## src/rtl/bit_error_window_pkg.sv

```systemverilog
// Shared types and helpers for the bit-error window monitor: FSM state encoding
// and the byte popcount used on the received/reference difference.
package bit_error_window_pkg;

  typedef enum logic [1:0] {
    ST_IDLE = 2'd0,
    ST_RUN  = 2'd1,
    ST_DONE = 2'd2
  } state_e;

  localparam int BYTE_W = 8;
  localparam int POP_W  = 4;

  function automatic logic [POP_W-1:0] popcount8_f(input logic [BYTE_W-1:0] v);
    logic [POP_W-1:0] c;
    c = 4'd0;
    for (int i = 0; i < BYTE_W; i++) begin
      c = c + {3'd0, v[i]};
    end
    return c;
  endfunction

endpackage

```

## src/rtl/bit_error_window_popcount8.sv

```systemverilog
// Combinational ones-count of one byte; fed with rx_byte ^ ref_byte by the monitor.
module popcount8
  import bit_error_window_pkg::*;
(
  input  logic [7:0] in_i,
  output logic [3:0] cnt_o
);

  // Pure combinational count, no state.
  always_comb begin
    cnt_o = popcount8_f(in_i);
  end

endmodule

```

## src/rtl/bit_error_window.sv

```systemverilog
// Bit-error window monitor: sums per-pair differing-bit counts over W_BYTES accepted
// pairs, saturating, and raises a held alarm when the window total reaches THRESH.
module bit_error_window
  import bit_error_window_pkg::*;
#(
  parameter int W_BYTES = 16,
  parameter int ACC_W   = 12,
  parameter int THRESH  = 4
) (
  input  logic             clk_i,
  input  logic             rst_i,
  input  logic             start_i,
  input  logic             in_valid_i,
  input  logic [7:0]       rx_byte_i,
  input  logic [7:0]       ref_byte_i,
  output logic             in_ready_o,
  output logic [3:0]       byte_errs_o,
  output logic             byte_errs_valid_o,
  output logic [ACC_W-1:0] err_total_o,
  output logic             busy_o,
  output logic             done_o,
  output logic             alarm_o
);

  localparam int                 CNT_W    = $clog2(W_BYTES) + 1;
  localparam logic [CNT_W-1:0]   LAST_CNT = CNT_W'(W_BYTES - 1);
  localparam logic [ACC_W-1:0]   ACC_MAX  = {ACC_W{1'b1}};
  localparam logic [32:0]        THRESH_X = 33'(THRESH);

  state_e           state_q, state_d;
  logic [CNT_W-1:0] cnt_q, cnt_d;
  logic [ACC_W-1:0] err_total_q, err_total_d;
  logic [3:0]       byte_errs_q, byte_errs_d;
  logic             byte_errs_valid_q, byte_errs_valid_d;
  logic             alarm_q, alarm_d;

  logic [7:0]       diff_s;
  logic [3:0]       pop_s;
  logic [ACC_W:0]   sum_s;
  logic             xfer_s;
  logic             over_thresh_s;

  assign diff_s = rx_byte_i ^ ref_byte_i;

  popcount8 u_popcount8 (
    .in_i  (diff_s),
    .cnt_o (pop_s)
  );

  assign xfer_s        = in_valid_i && (state_q == ST_RUN);
  // One extra carry bit detects overflow so the accumulator clamps instead of wrapping.
  assign sum_s         = {1'b0, err_total_q} + {{(ACC_W - 3){1'b0}}, pop_s};
  assign over_thresh_s = (33'(err_total_q) >= THRESH_X);

  // Next-state, counter, accumulator and output register updates.
  always_comb begin
    state_d           = state_q;
    cnt_d             = cnt_q;
    err_total_d       = err_total_q;
    byte_errs_d       = byte_errs_q;
    byte_errs_valid_d = 1'b0;
    alarm_d           = alarm_q;
    case (state_q)
      ST_IDLE: begin
        if (start_i) begin
          state_d     = ST_RUN;
          cnt_d       = '0;
          err_total_d = '0;
          byte_errs_d = 4'd0;
          alarm_d     = 1'b0;
        end else begin
          state_d = ST_IDLE;
        end
      end
      ST_RUN: begin
        if (xfer_s) begin
          byte_errs_d       = pop_s;
          byte_errs_valid_d = 1'b1;
          err_total_d       = sum_s[ACC_W] ? ACC_MAX : sum_s[ACC_W-1:0];
          cnt_d             = cnt_q + CNT_W'(1);
          if (cnt_q == LAST_CNT) begin
            state_d = ST_DONE;
          end else begin
            state_d = ST_RUN;
          end
        end else begin
          state_d = ST_RUN;
        end
      end
      ST_DONE: begin
        // err_total already holds the final byte here, so the alarm decision is exact.
        alarm_d = over_thresh_s;
        state_d = ST_IDLE;
      end
      default: begin
        state_d = ST_IDLE;
      end
    endcase
  end

  // State and datapath registers with synchronous reset.
  always_ff @(posedge clk_i) begin
    if (rst_i) begin
      state_q           <= ST_IDLE;
      cnt_q             <= '0;
      err_total_q       <= '0;
      byte_errs_q       <= 4'd0;
      byte_errs_valid_q <= 1'b0;
      alarm_q           <= 1'b0;
    end else begin
      state_q           <= state_d;
      cnt_q             <= cnt_d;
      err_total_q       <= err_total_d;
      byte_errs_q       <= byte_errs_d;
      byte_errs_valid_q <= byte_errs_valid_d;
      alarm_q           <= alarm_d;
    end
  end

  assign in_ready_o        = (state_q == ST_RUN);
  assign busy_o            = (state_q == ST_RUN);
  assign done_o            = (state_q == ST_DONE);
  assign byte_errs_o       = byte_errs_q;
  assign byte_errs_valid_o = byte_errs_valid_q;
  assign err_total_o       = err_total_q;
  assign alarm_o           = alarm_q;

endmodule

```

## config.mk

```make
export PLATFORM = sky130hd
export DESIGN_NAME = bit_error_window
export DESIGN_NICKNAME = d
export VERILOG_FILES = /design/src/rtl/bit_error_window_pkg.sv /design/src/rtl/bit_error_window_popcount8.sv /design/src/rtl/bit_error_window.sv
export SDC_FILE = /design/constraint.sdc
export NUM_CORES = 1
export LEC_CHECK = 0
export CAP_MARGIN = 0
export CORE_MARGIN = 3
export CORE_UTILIZATION = 60
export CTS_CLUSTER_SIZE = 30
export DETAILED_ROUTE_END_ITERATION = 7
export DONT_BUFFER_PORTS = 1
export MAX_ROUTING_LAYER = met4
export PLACE_DENSITY_LB_ADDON = 0.15
export SLEW_MARGIN = 20
export SYNTH_ARGS = -nofsm -noshare
export SYNTH_HDL_FRONTEND = slang
export SYNTH_SLANG_ARGS = --single-unit
```

## constraint.sdc

```tcl
create_clock -name clk_i -period 8.5 [get_ports clk_i]
set_input_delay 1.7 -clock clk_i [delete_from_list [all_inputs] [get_ports clk_i]]
set_output_delay 1.7 -clock clk_i [all_outputs]
set_load 0.05 [all_outputs]
```

Yosys cells after proc, flatten, opt, wreduce, memory -nomap -nowiden:

Index checks and enable logic that the tools add are counted.

* add/subtract/negate cells: 9
* $lt $le $gt $ge: 1
* eq/ne operators: 5
* multiplexer cells: 17
* bitwise operators: 2
* reduce and logical (&&, ||, !) cells: 7

Operators with widths (number)
* 12-bit 2-to-1 mux: 3
* 4-bit by 1-bit adder with 4-bit output: 6
* 12-bit one-hot mux with 2 select lines: 1
* 12-bit by 4-bit adder with 13-bit output: 1
* 12-bit by 3-bit greater-or-equal comparator with 1-bit output (second input constant): 1
* 5-bit 2-to-1 mux: 2
* 5-bit one-hot mux with 2 select lines: 1
* 4-bit 2-to-1 mux: 2
* 4-bit one-hot mux with 2 select lines: 1
* 8-bit XOR: 1
* 5-bit by 1-bit adder with 5-bit output (second input constant): 1
* 5-bit by 4-bit == test with 1-bit output (second input constant): 1
* 2-bit 2-to-1 mux: 2
* 2-bit one-hot mux with 2 select lines: 1
* 2-bit nonzero test: 2
* 1-bit 2-to-1 mux: 3
* 3-bit AND reduction: 1
* 1-bit by 1-bit adder with 2-bit output: 1
* 2-bit by 1-bit == test with 1-bit output (second input constant): 1
* 2-bit == test (second input constant): 1
* 2-bit logical NOT: 1
* 2-bit by 1-bit inequality test with 1-bit output (second input constant): 1
* 2-bit inequality test (second input constant): 1
* 1-bit one-hot mux with 2 select lines: 1
* 4 further kinds: 4

* register bits: 25
* bits of input ports: 20
* output and inout port bits: 21

Longest topological paths before layout:

Gate-level depths: netlist (run 1).

* depth after elaboration: 12
* gate-level depth with buffers: 15
* depth with buffers taken out: 14

Cells and area by module:

A second synthesis (run 1) with hierarchy kept.

* cell total of the unflattened synthesis: 175
* area, all modules: 1503.9 µm²

Modules (own cells, without submodules)
* bit_error_window: times used 1, cells an instance 151, area each 1313.8 µm²
* popcount8: times used 1, cells an instance 24, area each 190.2 µm²

Least setup slack after synthesis (run 1):

Ideal clock, no wire load.

* kind: input -> register
* start: input ref_byte_i[0]
* end: register err_total_q[10] (netlist: err_total_o[10])
* setup time: 123 ps
* data arrival time: 5490 ps
* required time: 8377 ps
* slack: 2887 ps
* cell stages on the path: 13
* cell sequence: xor2_1 > ha_1 > fa_1 > inv_1 > fa_1 > fa_1 > fa_1 > fa_1 > nand2b_1 > a211oi_2 > buf_2 > a21oi_1 > nand3b_1

* cells in the longest elaborated chain, start to end: 12

Ends and longest elaborated chain
* start, declared: line bit_error_window.sv:15 `input logic [7:0] ref_byte_i,`
* 8-bit XOR: line bit_error_window.sv:43 `assign diff_s = rx_byte_i ^ ref_byte_i;`
* 1-bit by 1-bit adder with 2-bit output: line bit_error_window_pkg.sv:18 `c = c + {3'd0, v[i]};`
* 4-bit by 1-bit adder with 4-bit output (6 in a row): line bit_error_window_pkg.sv:18
* 12-bit by 4-bit adder with 13-bit output: line bit_error_window.sv:52 `assign sum_s = {1'b0, err_total_q} + {{(ACC_W - 3){1'b0}}, pop_s};`
* 12-bit 2-to-1 mux: line bit_error_window.sv:79 `err_total_d = sum_s[ACC_W] ? ACC_MAX : sum_s[ACC_W-1:0];`
* 12-bit 2-to-1 mux: line bit_error_window.sv:76 `if (xfer_s) begin`
* 12-bit one-hot mux with 2 select lines: line bit_error_window.sv:63 `case (state_q)`
* end signal, assigned: line bit_error_window.sv:113 `err_total_q <= err_total_d;`
* end, declared: line bit_error_window.sv:32 `logic [ACC_W-1:0] err_total_q, err_total_d;`

Every way passes these cells. The select of a mux whose other input is x is not followed.
A chain may end at the register's enable or synchronous reset.

Worst setup path in the final report (run 1):

* start: input ref_byte_i[0]
* end: register err_total_q[7] (netlist: err_total_o[7])

Same word-level chain as after synthesis.

==> parameters.txt, run 1 <==
Parameter                              Value

CTS
  Clock Path Buffers    2
  Post-CTS Hold Fix Bufs    0
  Sinks on the clock net    25
  Cts repair resizes    0
  Number of buffers created by CTS    3
  Setup bufs post-CTS    0
  Clock tree from TritonCTS    yes
  Post-CTS clock slew at the launch and capture registers of the worst setup and hold paths    130 ps
  Clock Latency Late Sink    310 ps
  CTS root buf    clkbuf_4
  Number of H-tree levels    1

Worst setup path
  CP required    8750 ps
  Sequence of cells on the critical path    xor2_1 -> ha_1 -> fa_1 -> inv_1 -> fa_1 -> fa_1 -> fa_1 -> fa_1 -> nand2b_1 -> a211oi_2 -> a32oi_1 -> a31oi_1
  Biggest fanout along the worst timing path    14
  CP Class    input port to register
  Kind of start point of the critical path    input port
  Cell repeated most along the worst path    fa_1
  Delay contributed by the slowest stage of the critical path    760 ps
  Data arrival time of the critical path    6010 ps
  Slowest cell on the critical path    a211oi_2
  Register-to-register setup slack    5630 ps
  Category of the worst setup path capture point    register

Power
  Max IR drop VDD    0.1321 mV
  PnR Total Power    302.2 uW
  Leak pwr    0.5992 nW
  PwrDens    193.6 mW/mm^2

Logic synthesis
  Number of enable flip-flop cells after synthesis    0
  Count of cell types in the netlist    46
  Synthesized area per cell    8.940 um^2
  Library cell occupying the most area in the post-synthesis netlist    dfxtp_1
  Main synth FF type    dfxtp_1
  Net count after synthesis    206
  Async set-or-reset flop fraction in the synthesized netlist    0%
  Synth top area cells    dfxtp_1, ha_1, fa_1
  Synth Register Bits    25
  Area fraction of the dominant cell type after synthesis    32.55%
  Syn. warnings    0
  Post-Syn Area    0.001538 mm^2
  Post-synthesis sequential area ratio    32.55%
  Synthesized netlist cell count    172

Timing
  Highest achievable clock rate    0.1735 GHz
  Final Max Slew Viols    0
  Relative slew slack    29.16%
  Final worst clock skew    5.079 ps
  Min cycle time layout    5764 ps
  RSZ-0062 raised after global routing    false
  Setup violations, final    0
  Setup TNS    0 ps
  Slew @ Worst Pin    1058 ps
  Worst setup margin    2736 ps
  Fraction of the cycle the final worst path needs    67.81%
  Hold violation count in the final report    0

Route
  Pre-Repair DR Iteration Count    4
  Wire per inst    16.94 um
  Number of DRC violations after detailed routing    0
  Via-per-instance ratio    6.660
  Total vias in the final route    1,312
  Detail Route Antenna Nets    0
  Final WL    3337 um
  First DRT Iteration DRCs    51

Die
  Count of pins on the block boundary    41
  Site row count    17
  Height of the die    56.63 um
  Width of the chip    56.63 um
  Standard cell core area    0.002318 mm^2
  Die footprint    0.003206 mm^2
  Initial core utilization    66.32%

Place
  Post-Place Worst Slack    2472 ps
  Post-DP HPWL    2536 um
  Port-buffer cells    0
  Global placer's final weighted congestion    0.7874

Min path
  Worst min path class    register to register

Finish
  Share of final-layout standard cells stronger than drive strength 1    6.509%
  Nets    204
  Area Growth Syn to Fin    1.546%
  Diode insertion count for antenna repair    0

Global route
  Met3 usage    5.057%
  M2 GR Usage    36.80%
  GRT Residual Overflow    0
  Global-route wire length before repair    5692 um
  Vias in the first global route    1,261
  Met1 track demand over resource    28.47%
  Layer carrying the most global-route usage    met2
  Pin count of the biggest net entering global routing    17
  Antenna violations before repair    0
  Overall fraction of global-route tracks in use    22.14%

Flow run
  Max-Cap Viols    0

Status
  Result of the run    complete, no violations
## synth_stat cells, drive strengths merged, types with 2 or more instances
library cell   n
dfxtp         25
nand2         15
inv           13
a21oi         11
ha             9
nand3          7
nor2           7
o21ai          7
buf            6
xnor2          6
a32oi          5
fa             5
xor2           5
o211ai         4
or4            4
a31oi          3
and3           3
nor4           3
o22ai          3
a211o          2
a21o           2
a22o           2
a311oi         2
nand2b         2
nand3b         2
nor2b          2
o21a           2
## registers in the layout (all words and copies together), names as in the netlist
name / count
err_total_o: 12
cnt_q: 5
byte_errs_o: 4
state_q: 2
alarm_o: 1
byte_errs_valid_o: 1
## path summary, 6_finish.rpt
check                                      end  cells past startpoint      startpoint
worst min-delay path                  cnt_q[4]                      2        cnt_q[4]
worst max register to register  err_total_o[7]                      7  err_total_o[0]
worst max-delay path            err_total_o[7]                     12   ref_byte_i[0]
worst min register to register        cnt_q[4]                      2        cnt_q[4]
## report_power, final
| group | total (mW) | internal [mW] | switching [mW] |
|---|---|---|---|
| clock network | 0.0521 | 0.0176 | 0.0346 |
| logic | 0.108 | 0.0486 | 0.0597 |
| registers | 0.142 | 0.122 | 0.0197 |
| total | 0.302 | 0.188 | 0.114 |
## cells by family after synthesis
kind of cell	synth area share (%)
xor+xnor	6.265
compound gates	22.86
flops	32.55
simple gates	17.90
fa+ha+maj	13.83
mux	0.7323
buf+inv	5.858
## worst max-delay path, delay by kind of cell
kind | cells | cell delay, ps
adder cells (fa/ha/maj) | 6 | 2750
AO/OA/AOI/OAI | 3 | 1160
buffers and inverters | 1 | 60
AND/OR/NAND/NOR | 1 | 190
XOR/XNOR | 1 | 140
## layout make-up
cell class / count / area [um^2]
clock inverters: 1 / 5.005
flip-flops and latches: 25 / 500.5
multi-input cells: 127 / 949.7
inverters: 13 / 48.80
well taps: 28 / 35.03
fillers: 194 / 757.0
clock buffers: 3 / 22.52
## through the flow
| step | cell area (um^2) | hold WS, ps | instances | util [%] |
|---|---|---|---|---|
| 6_report | 1562 | 494.3 | 197 | 67.35 |
| 5_1_grt | 1562 | 527.7 | 197 | 67.35 |
| 4_1_cts | 1562 | 495.1 | 197 | 67.35 |
| 3_5_place_dp | 1534 | 477.5 | 193 | 66.16 |
| 3_3_place_gp | 1534 | 472.3 | 193 | 66.16 |
| 2_1_floorplan | 1538 | 454.7 | 172 | - |
## layer usage
metal | wire (um) | vias to the layer above
met4 | 11 | 0
met1 | 1384 | 633
met2 | 1627 | 55
met3 | 313 | 2
li1 | - | 622
met5 | 0 | -
## cell usage in the layout, fill, tap and decap left out, drive strengths merged, types with 3 or more instances in the layout
cell type  netlist  routed
nor4             3       3
xor2             5       5
or4              4       4
nand3            7       7
ha               9       9
o22ai            3       3
o211ai           4       4
and3             3       3
o21ai            7       7
dfxtp           25      25
a21oi           11      11
a31oi            3       3
xnor2            6       6
nand2           15      15
nor2             7       7
fa               5       5
inv             13      13
a32oi            5       5
clkbuf           1       3
Power figures use the tool's default switching activity.
==> run 2, diff against run 1 <==
--- a/config.mk
+++ b/config.mk
@@ -7,7 +7,7 @@
 export LEC_CHECK = 0
 export CAP_MARGIN = 0
 export CORE_MARGIN = 3
-export CORE_UTILIZATION = 60
+export CORE_UTILIZATION = 56
 export CTS_CLUSTER_SIZE = 30
 export DETAILED_ROUTE_END_ITERATION = 7
 export DONT_BUFFER_PORTS = 1
==> constraint.sdc (replaced) <==
create_clock -name clk_i -period 5.3 [get_ports clk_i]
set_input_delay 1.06 -clock clk_i [delete_from_list [all_inputs] [get_ports clk_i]]
set_output_delay 1.06 -clock clk_i [all_outputs]
set_load 0.05 [all_outputs]
==> parameters.txt, run 2 (synthesis gave the netlist of run 1 again) <==
Parameter                              Value

Status
  Result of the run    complete, no violations

CTS
  Sinks on the clock net    25
  Post-CTS Hold Fix Bufs    0
  Number of buffers created by CTS    3
  Setup bufs post-CTS    0
  Clock Path Buffers    2
  Cts repair resizes    0
  Number of H-tree levels    1
  Post-CTS clock slew at the launch and capture registers of the worst setup and hold paths    150 ps
  CTS root buf    clkbuf_4
  Clock tree from TritonCTS    yes
  Clock Latency Late Sink    320 ps

Timing
  Fin Hold WS    498.2 ps
  Hold violation count in the final report    0
  RSZ-0062 raised after global routing    false
  Fraction of the cycle the final worst path needs    91.16%
  Final worst clock skew    11.26 ps
  Worst setup margin    468.5 ps
  Final Max Slew Viols    0
  Setup TNS    0 ps
  Min cycle time layout    4832 ps
  Slew @ Worst Pin    1053 ps
  Relative slew slack    29.48%
  Highest achievable clock rate    0.2070 GHz
  Setup violations, final    0

Place
  Placed Cells incl. Taps    197
  Post-DP HPWL    2522 um
  Global placer's final weighted congestion    0.8615
  Post-Place Worst Slack    137.3 ps
  Placed instance area    0.001551 mm^2
  Port-buffer cells    0

Die
  Die footprint    0.003411 mm^2
  Initial core utilization    60.42%
  Height of the die    58.40 um
  Standard cell core area    0.002545 mm^2
  Width of the chip    58.40 um
  Count of pins on the block boundary    41
  Site row count    18

Finish
  Fill count    237
  Nets    206
  Filler-free cell count of the finished design    201
  Most common cell after layout, fill and taps aside    dfxtp_1
  Post-layout util    62.14%
  Sequential standard cell area    500.5 um^2
  Area Growth Syn to Fin    2.848%
  Area taken by multi-input logic gates    949.7 um^2
  Flip-flop count of the largest register after layout    12
  Fin area    0.001582 mm^2
  Commonest cells after routing, fill and taps aside    dfxtp_1, nand2_1, inv_1
  Share of final-layout standard cells stronger than drive strength 1    7.602%
  Diode insertion count for antenna repair    0

Power
  Max IR drop VDD    0.2200 mV
  PwrDens    307.6 mW/mm^2
  PnR Total Power    486.4 uW
  Leak pwr    0.6064 nW

Route
  Wire per inst    16.44 um
  Number of DRC violations after detailed routing    0
  First DRT Iteration DRCs    49
  Via-per-instance ratio    6.587
  Total vias in the final route    1,324
  Detail Route Antenna Nets    0
  Pre-Repair DR Iteration Count    4
  Final WL    3304 um

Flow run
  Max-Cap Viols    0

Global route
  Vias in the first global route    1,242
  Pin count of the biggest net entering global routing    17
  Global-route wire length before repair    5444 um
  Antenna violations before repair    0
  Overall fraction of global-route tracks in use    20.64%
  GRT Residual Overflow    0

Worst setup path
  Data arrival time of the critical path    5090 ps
  Category of the worst setup path capture point    register
  CP required    5560 ps
  Delay contributed by the slowest stage of the critical path    560 ps
  Buf+Inv Stages, Crit Path    2
  Family with the most delay on the worst path    adder cells
  Slowest cell on the critical path    fa_1
  Kind of start point of the critical path    input port
  CP Class    input port to register
  Biggest fanout along the worst timing path    8
  Cell repeated most along the worst path    fa_1
  Sequence of cells on the critical path    xor2_1 -> ha_1 -> fa_1 -> inv_1 -> fa_1 -> fa_1 -> fa_1 -> inv_1 -> ha_1 -> a211o_1 -> a21oi_1 -> o211ai_1 -> a31oi_1

Min path
  Worst min path class    register to register
-- run 2: cell types whose count changed in the layout (fill, tap and decap cells not counted) --
| cell | before | now |
|---|---|---|
| clkinv_2 | 1 | 0 |
| buf_4 | 0 | 2 |
| clkinvlp_4 | 0 | 1 |
-- run 2: path summary, 6_finish.rpt --
path / cells after the start / end / slack, ps / from
max: 13 / err_total_o[7] / 470 / ref_byte_i[0]
min: 2 / cnt_q[4] / 500 / cnt_q[4]
max reg2reg: 8 / err_total_o[8] / 2830 / err_total_o[0]
min reg2reg: 2 / cnt_q[4] / 500 / cnt_q[4]
-- run 2: layer usage --
metal | GRT usage, % | up-vias | part of all wire (%) | wire [um]
met1 | 26.05 | 627 | 44 | 1464
met4 | 4.967 | 0 | 0.58 | 19
met5 | - | - | 0 | 0
met3 | 5.702 | 4 | 8.0 | 263
met2 | 32.70 | 61 | 47 | 1556
li1 | - | 632 | - | -
-- run 2: worst reg2reg max path, delay by kind of cell (launching register included) --
family | cells | cell delay, ps
flip-flops | 1 | 680
AO/OA/AOI/OAI | 3 | 490
adder cells (fa/ha/maj) | 2 | 710
AND/OR/NAND/NOR | 1 | 190
buffers and inverters | 2 | 290
-- run 2: power breakdown --
group	internal (mW)	switching [mW]
registers	0.196	0.0316
clock network	0.0288	0.0590
logic	0.0770	0.0942
-- run 2: final cells by class --
class,instances,share of cell area (%)
Timing Repair Buffer,2,0.9494
Inverter,13,3.085
Multi-Input combinational cell,127,60.05
Clock inverter,1,0.4747
Sequential cell,25,31.65
Tap cell,30,2.373
Clock buffer,3,1.424
==> run 3, diff against run 2 <==
--- a/config.mk
+++ b/config.mk
@@ -12,7 +12,7 @@
 export DETAILED_ROUTE_END_ITERATION = 7
 export DONT_BUFFER_PORTS = 1
 export MAX_ROUTING_LAYER = met4
-export PLACE_DENSITY_LB_ADDON = 0.15
+export PLACE_DENSITY = 0.78
 export SLEW_MARGIN = 20
 export SYNTH_ARGS = -nofsm -noshare
 export SYNTH_HDL_FRONTEND = slang
==> parameters.txt, run 3 (synthesis gave the netlist of run 1 again) <==
Parameter                              Value

CTS
  CTS root buf    clkbuf_4
  Number of buffers created by CTS    3
  Sinks on the clock net    25
  Post-CTS Hold Fix Bufs    0
  Setup bufs post-CTS    0
  Number of H-tree levels    1
  Post-CTS clock slew at the launch and capture registers of the worst setup and hold paths    140 ps
  Cts repair resizes    0
  Clock tree from TritonCTS    yes
  Clock Latency Late Sink    310 ps
  Clock Path Buffers    2

Finish
  Post-layout util    61.75%
  Nets    205
  Fin area    0.001572 mm^2
  Sequential standard cell area    500.5 um^2
  Filler-free cell count of the finished design    200
  Area taken by multi-input logic gates    949.7 um^2
  Fill count    237
  Flip-flop count of the largest register after layout    12
  Commonest cells after routing, fill and taps aside    dfxtp_1, nand2_1, inv_1
  Diode insertion count for antenna repair    0
  Share of final-layout standard cells stronger than drive strength 1    7.059%
  Area Growth Syn to Fin    2.197%
  Most common cell after layout, fill and taps aside    dfxtp_1

Global route
  Vias in the first global route    1,250
  Global-route wire length before repair    5720 um
  Antenna violations before repair    0
  GRT Residual Overflow    0
  Overall fraction of global-route tracks in use    21.57%
  Pin count of the biggest net entering global routing    17

Power
  Max IR drop VDD    0.2463 mV
  Leak pwr    0.6047 nW
  PwrDens    312.9 mW/mm^2
  PnR Total Power    491.7 uW

Route
  Wire per inst    16.79 um
  Pre-Repair DR Iteration Count    4
  Number of DRC violations after detailed routing    0
  Final WL    3357 um
  First DRT Iteration DRCs    59
  Via-per-instance ratio    6.435
  Detail Route Antenna Nets    0
  Total vias in the final route    1,287

Die
  Standard cell core area    0.002545 mm^2
  Initial core utilization    60.42%
  Width of the chip    58.40 um
  Site row count    18
  Count of pins on the block boundary    41
  Die footprint    0.003411 mm^2
  Height of the die    58.40 um

Timing
  Min cycle time layout    4846 ps
  Relative slew slack    29.43%
  Highest achievable clock rate    0.2064 GHz
  Fin Hold WS    501.0 ps
  Worst setup margin    454.3 ps
  Final Max Slew Viols    0
  Hold violation count in the final report    0
  Slew @ Worst Pin    1054 ps
  RSZ-0062 raised after global routing    false
  Final worst clock skew    5.159 ps
  Setup TNS    0 ps
  Setup violations, final    0
  Fraction of the cycle the final worst path needs    91.43%

Place
  Post-DP HPWL    2566 um
  Global placer's final weighted congestion    0.8858
  Placed instance area    0.001544 mm^2
  Placed Cells incl. Taps    196
  Port-buffer cells    0
  Post-Place Worst Slack    135.5 ps

Status
  Result of the run    complete, no violations

Worst setup path
  Buf+Inv Stages, Crit Path    2
  Data arrival time of the critical path    5100 ps
  Kind of start point of the critical path    input port
  CP required    5560 ps
  Category of the worst setup path capture point    register
  Slowest cell on the critical path    fa_1
  CP Class    input port to register
  Cell repeated most along the worst path    fa_1
  Register-to-register setup slack    2820 ps
  Sequence of cells on the critical path    xor2_1 -> ha_1 -> fa_1 -> inv_1 -> fa_1 -> fa_1 -> fa_1 -> inv_1 -> ha_1 -> a211o_1 -> a21oi_1 -> o211ai_1 -> a31oi_1
  Biggest fanout along the worst timing path    8
  Family with the most delay on the worst path    adder cells
  Delay contributed by the slowest stage of the critical path    570 ps

Flow run
  Max-Cap Viols    0

Min path
  Worst min path class    register to register
run 3: cell count changes in the layout (fill, tap and decap cells not counted), sizes merged:
| cell | delta |
|---|---|
| buf | -1 |
| clkinvlp | -1 |
| clkinv | +1 |
run 3: path summary, 6_finish.rpt:
kind,cells after the start,from,endpoint
worst min-delay path,2,cnt_q[4],cnt_q[4]
worst max-delay path,13,ref_byte_i[0],err_total_o[7]
worst max register to register,8,err_total_o[0],err_total_o[8]
worst min register to register,2,cnt_q[4],cnt_q[4]
run 3: layout make-up:
| type | count | share of cell area, % |
|---|---|---|
| repair buffers | 1 | 0.4777 |
| inverters | 13 | 3.105 |
| clock inverters | 1 | 0.3185 |
| clock buffers | 3 | 1.433 |
| flip-flops and latches | 25 | 31.85 |
| multi-input cells | 127 | 60.43 |
| well taps | 30 | 2.389 |
run 3: routing by layer:
layer	part of all wire, %	global-route usage, %	vias up
met2	49	33.81	49
met5	0	-	-
met1	42	28.20	607
li1	-	-	627
met3	8.1	4.605	4
met4	0.60	5.629	0
run 3: worst register-to-register path, delay by kind of cell, from the launching register on:
family / cells / cell delay (ps)
AO/OA/AOI/OAI: 3 / 510
adder cells (fa/ha/maj): 2 / 690
buffers and inverters: 2 / 290
flip-flops: 1 / 700
AND/OR/NAND/NOR: 1 / 200
run 3: power breakdown:
group	total [mW]	switching [mW]	internal, mW	leakage, nW
Clock	0.0851	0.0570	0.0282	0.0177
Combinational	0.179	0.100	0.0790	0.385
Sequential	0.227	0.0316	0.196	0.202
